--- src/rtl/cpu_run_controller.sv ---
// rtl/cpu_run_controller.sv - run/verdict controller for an RV32IM core
//
// Purpose: sequences the CPU reset, then watches the core's PC and store bus.
// It reaches a sticky verdict in one of four ways: a tohost store gives pass
// or fail, a self-looping PC gives halt, and a cycle budget gives timeout.
//
// Ports:
//   CLK        in   rising-edge clock
//   RST        in   synchronous active-high reset (dominates every state)
//   PC         in   CPU program counter
//   ALUResult  in   CPU ALU result, used as the store address
//   WriteData  in   CPU store data
//   MemWrite   in   CPU store strobe
//   CPU_RST    out  reset to the CPU core (held in RESET and terminal states)
//   Status     out  0 RESET, 1 RUN, 2 PASS, 3 FAIL, 4 TIMEOUT, 5 HALT
//   Done       out  high in any terminal state
//   Pass       out  high only in PASS
//   FailCode   out  failing test number (tohost value >> 1)
//   CycleCount out  cycles spent in RUN
//   StoreCount out  MemWrite cycles seen in RUN, saturating

module cpu_run_controller #(
  parameter int unsigned     XLEN         = 32,
  parameter int unsigned     CNT_W        = 32,
  parameter int unsigned     RESET_CYCLES = 2,
  parameter int unsigned     MAX_CYCLES   = 500,
  parameter logic [XLEN-1:0] TOHOST_ADDR  = XLEN'(32'h0000_00FC),
  parameter int unsigned     LOOP_LIMIT   = 4
) (
  input  logic             CLK,
  input  logic             RST,
  input  logic [XLEN-1:0]  PC,
  input  logic [XLEN-1:0]  ALUResult,
  input  logic [XLEN-1:0]  WriteData,
  input  logic             MemWrite,
  output logic             CPU_RST,
  output logic [2:0]       Status,
  output logic             Done,
  output logic             Pass,
  output logic [XLEN-1:0]  FailCode,
  output logic [CNT_W-1:0] CycleCount,
  output logic [CNT_W-1:0] StoreCount
);

  typedef enum logic [2:0] {
    ST_RESET   = 3'd0,
    ST_RUN     = 3'd1,
    ST_PASS    = 3'd2,
    ST_FAIL    = 3'd3,
    ST_TIMEOUT = 3'd4,
    ST_HALT    = 3'd5
  } state_t;

  // A zero-cycle reset hold would let the core run straight out of RST.
  localparam int unsigned HOLD = (RESET_CYCLES == 0) ? 1 : RESET_CYCLES;

  state_t            state;
  logic [CNT_W-1:0]  hold_cnt;
  logic [CNT_W-1:0]  same_cnt;
  logic [XLEN-1:0]   prev_pc;

  logic [CNT_W-1:0]  cycle_next;
  logic [CNT_W-1:0]  store_next;
  logic [CNT_W-1:0]  same_next;
  logic              first_run;
  logic              pc_match;
  logic              tohost;
  logic              halt_hit;
  logic              timeout_hit;

  assign Status = state;

  always_comb begin
    cycle_next  = CycleCount + CNT_W'(1);
    store_next  = (StoreCount == '1) ? StoreCount : StoreCount + CNT_W'(1);
    // CycleCount is still zero only on the first RUN cycle, where prev_pc
    // holds its reset value rather than a real PC.
    first_run   = (CycleCount == '0);
    pc_match    = !first_run && (PC == prev_pc);
    same_next   = pc_match ? same_cnt + CNT_W'(1) : '0;
    tohost      = MemWrite && (ALUResult == TOHOST_ADDR) && WriteData[0];
    halt_hit    = (same_next == CNT_W'(LOOP_LIMIT));
    timeout_hit = (cycle_next == CNT_W'(MAX_CYCLES));
  end

  always_ff @(posedge CLK) begin
    if (RST) begin
      state      <= ST_RESET;
      CPU_RST    <= 1'b1;
      Done       <= 1'b0;
      Pass       <= 1'b0;
      FailCode   <= '0;
      CycleCount <= '0;
      StoreCount <= '0;
      hold_cnt   <= '0;
      same_cnt   <= '0;
      prev_pc    <= '0;
    end else begin
      case (state)
        ST_RESET: begin
          CPU_RST  <= 1'b1;
          hold_cnt <= hold_cnt + CNT_W'(1);
          if (hold_cnt + CNT_W'(1) >= CNT_W'(HOLD)) begin
            state   <= ST_RUN;
            CPU_RST <= 1'b0;
          end
        end

        ST_RUN: begin
          CycleCount <= cycle_next;
          prev_pc    <= PC;
          same_cnt   <= same_next;
          if (MemWrite) begin
            StoreCount <= store_next;
          end

          // Verdict priority: tohost, then self-loop halt, then timeout.
          if (tohost) begin
            CPU_RST <= 1'b1;
            Done    <= 1'b1;
            if (WriteData == XLEN'(1)) begin
              state <= ST_PASS;
              Pass  <= 1'b1;
            end else begin
              state    <= ST_FAIL;
              FailCode <= {1'b0, WriteData[XLEN-1:1]};
            end
          end else if (halt_hit) begin
            state   <= ST_HALT;
            CPU_RST <= 1'b1;
            Done    <= 1'b1;
          end else if (timeout_hit) begin
            state   <= ST_TIMEOUT;
            CPU_RST <= 1'b1;
            Done    <= 1'b1;
          end
        end

        // Terminal states are sticky: every register holds until RST.
        default: begin
        end
      endcase
    end
  end

endmodule

--- config.mk ---
export PLATFORM = sky130hd
export DESIGN_NAME = cpu_run_controller
export DESIGN_NICKNAME = d
export VERILOG_FILES = /design/src/rtl/cpu_run_controller.sv
export SDC_FILE = /design/constraint.sdc
export NUM_CORES = 1
export LEC_CHECK = 0
export ABC_AREA = 1
export BUFFER_PORTS_ARGS = -buffer_cell sky130_fd_sc_hd__buf_4
export CAP_MARGIN = 40
export CELL_PAD_IN_SITES_DETAIL_PLACEMENT = 1
export CELL_PAD_IN_SITES_GLOBAL_PLACEMENT = 1
export CORE_UTILIZATION = 42
export DETAILED_ROUTE_END_ITERATION = 10
export PLACE_DENSITY = 0.94
export SLEW_MARGIN = 20
export SYNTH_ARGS = -nofsm -noshare
export SYNTH_HDL_FRONTEND = slang
export SYNTH_SLANG_ARGS = --single-unit
--- constraint.sdc ---
create_clock -name CLK -period 5.4 [get_ports CLK]
set_input_delay 0.27 -clock CLK [delete_from_list [all_inputs] [get_ports CLK]]
set_output_delay 0.27 -clock CLK [all_outputs]
set_load 0.01 [all_outputs]
==> run_results.csv <==
group,metric,value,unit
synth,synthTopCellsByArea,"dfxtp_1 33%, nand2_1 15%, nor2_1 9.4%",
floorplanning,die-area,29100,um2
clocking,clock_latency,460,ps
route,drtIter0Drc,872,
worst_setup_path,required,5720,ps
worst_setup_path,worst-setup-path-type,"reg -> reg",
layout,finish.instance_area,14400,um2
floorplanning,die_w,171,um
timing,skew,14.3,ps
route,dr.pass1.iters,7,
power_and_ir_drop,ir_worst_vdd,0.000254,V
timing,finalHoldViolCount,0,
worst_setup_path,critPathLaunchType,"flip-flop",
floorplanning,ios,201,
synth,synth_cell_types,41,
clocking,cts_buffers,17,
synth,yosysWarnings,0,
layout,fill_cells,3855,
placed_design,gp_congestion,0.959,
floorplanning,core_region_area,27900,um2
power_and_ir_drop,power_density,410,nW/um2
synth,async_reset_ff_share,0,%
clocking,post_cts_buffers,0,
clocking,cts_max_path_buffers,2,
layout,nets,2226,
clocking,clk_pin_slew,80,ps
clocking,htree_num_levels,4,
worst_hold_path,hold_path_class,"in -> reg",
timing,clock.fmax,329,MHz
timing,rsz0062_at_grt,"no",
timing,maxSlewViolCount,0,
clocking,clock-sinks,197,
synth,synth.largest_area_cell,"dfxtp_1",
placed_design,io_buffer_count,199,
synth,yosysMostFrequentCell,"nand2_1",
worst_setup_path,arrival,3360,ps
layout,num_antenna_cells,0,
timing,finalCritPeriodShare,56.3,%
timing,period_needed,3040,ps
floorplanning,rows,61,
clocking,cts_tree,"built",
power_and_ir_drop,p_leak,6.46,nW
layout,syn_to_final_growth,20.8,%
clocking,cts_hold_buf,0,
synth,ys_ff_latch,197,
grt,grt_first_pass_wirelength,69.1,mm
worst_setup_path,worst_setup_path_end_kind,"flip-flop",
synth,yosys.area.top_type_share,33.0,%
grt,overflow,0,
synth,synth_ff_type,"dfxtp_1",
grt,antenna_found_initial,0,
floorplanning,die_y,171,um
timing,tightest_slew,765,ps
timing,setup_tns,0,ps
grt,grt_max_degree,91,
timing,slew_headroom,48.6,%
run_status,status,"finished clean",
synth,avgSynthCellArea,6.13,um2
grt,grt_usage,29.7,%
route,drc_errors,0,
clocking,cts_resized,0,
worst_setup_path,crit_fanout,8,
run,cap_violations,0,
route,detail-route-antenna-nets,0,
synth,synthTopCellsByCount,"472 x nand2_1, 298 x nor2_1, 247 x inv_1",
floorplanning,start_util,42.9,%
route,vias_per_cell,5.34,
placed_design,dp_hpwl,32.3,mm
synth,synthCells,1950,
layout,drive_above_1_share,15.0,%
clocking,root_buffer,"clkbuf_16",
synth,seq_area_frac_synth,33.0,%
route,routedWlPerCell,17.2,um
synth,syn_nets,2056,
route,wl,43.1,mm
synth,synth-edff-count,0,
timing,finalSetupViolCount,0,
route,vias,13404,
synth,synth_area,12000,um2
placed_design,place_area,13800,um2
grt,grt_pass1_vias,13677,
-- cell type report --
| type | count | area, um2 | share of cell area (%) |
|---|---|---|---|
| Clock buffer | 17 | 425 | 2.95 |
| Inverter | 270 | 1010 | 7.03 |
| Clock inverter | 15 | 164 | 1.14 |
| Timing Repair Buffer | 211 | 1660 | 11.5 |
| Multi-Input combinational cell | 1423 | 6760 | 46.8 |
| Sequential cell | 197 | 3940 | 27.3 |
| Tap cell | 378 | 473 | 3.28 |
-- critical path, stage by stage, from the launching register on --
cell     delay [ps]
dfxtp_1         510
ha_1            380
nand2_1         150
inv_1            90
nand2_1          80
nor3_1          430
nand2_1         130
nand2_1         100
nand2_1          80
nor2_1          100
nand2_1          90
nor2_2          180
nand3_2         150
nand2_2         100
inv_2            40
nand3_2         100
nand2_1          90
nand2_1          70
a21oi_1          60
-- cell families after synthesis --
kind of cell | after synthesis | synth area share [%]
simple gates | 1029 | 37.2
buf+inv | 330 | 10.5
compound gates | 323 | 13.9
flops | 197 | 33.0
xor+xnor | 63 | 4.62
fa+ha+maj | 7 | 0.733
other cells | 1 | 0.0314
-- path summary, 6_finish.rpt --
check | start | to | slack (ps) | depth (start not counted)
hold reg to reg | Pass | Pass | 480 | 2
setup reg to reg | CycleCount[0] | Status[0] | 2360 | 18
hold / removal | WriteData[2] | FailCode[1] | 50 | 3
setup / recovery | CycleCount[0] | Status[0] | 2360 | 18
-- flip-flops by register name, indices dropped and copies added (netlist names) --
signal and count:
Status 3, prev_pc 32, same_cnt 32, CycleCount 32, hold_cnt 32, FailCode 31, Pass 1, Done 1
StoreCount 32, CPU_RST 1
-- per-stage QoR --
stage | power, mW | worst slack, ps | std cells | util (%) | hold WS, ps
detailed placement | 4.55 | 2190 | 2476 | 49.4 | 463
global route | 6.33 | 2090 | 2511 | 51.8 | 45.6
global placement | 4.34 | 2280 | 2473 | 49.3 | 441
floorplan | 3.69 | 3160 | 1950 | - | 405
finish | 5.92 | 2360 | 2511 | 51.8 | 46.4
CTS | 5.89 | 2140 | 2508 | 51.6 | 36.8
-- power breakdown --
group / internal (mW) / switching, mW
logic: 0.826 / 1.47
clock network: 0.620 / 0.694
registers: 1.84 / 0.479
total: 3.28 / 2.64
-- per-layer routing --
| layer | vias to the layer above | part of all wire (%) | track usage, % |
|---|---|---|---|
| met2 | 311 | 50 | 52.0 |
| met4 | 0 | 2.5 | 9.91 |
| li1 | 6554 | - | - |
| met5 | - | 0 | 0 |
| met1 | 6460 | 43 | 37.0 |
| met3 | 79 | 4.5 | 4.67 |
-- placed cells by master, fill, tap and decap left out, types with 4 or more instances in the layout --
master,netlist,routed
nand2_1,472,472
nor2_1,298,297
inv_1,247,247
buf_4,1,206
dfxtp_1,197,197
o21ai_0,163,163
a21oi_1,129,129
nand3_1,89,89
xor2_1,47,47
nor3_1,45,45
nand4_1,36,36
nor2_2,24,24
inv_2,22,22
nor4_1,21,21
clkbuf_16,0,17
xnor2_1,16,16
o211ai_1,16,16
o21ai_1,11,11
nand2_2,9,9
nor2_4,6,7
ha_1,7,7
nand3_2,6,6
nor3b_1,6,6
or2_2,4,4
clkinvlp_4,0,4
clkinv_8,0,4
Note: power is estimated with default switching activity, not from simulation.
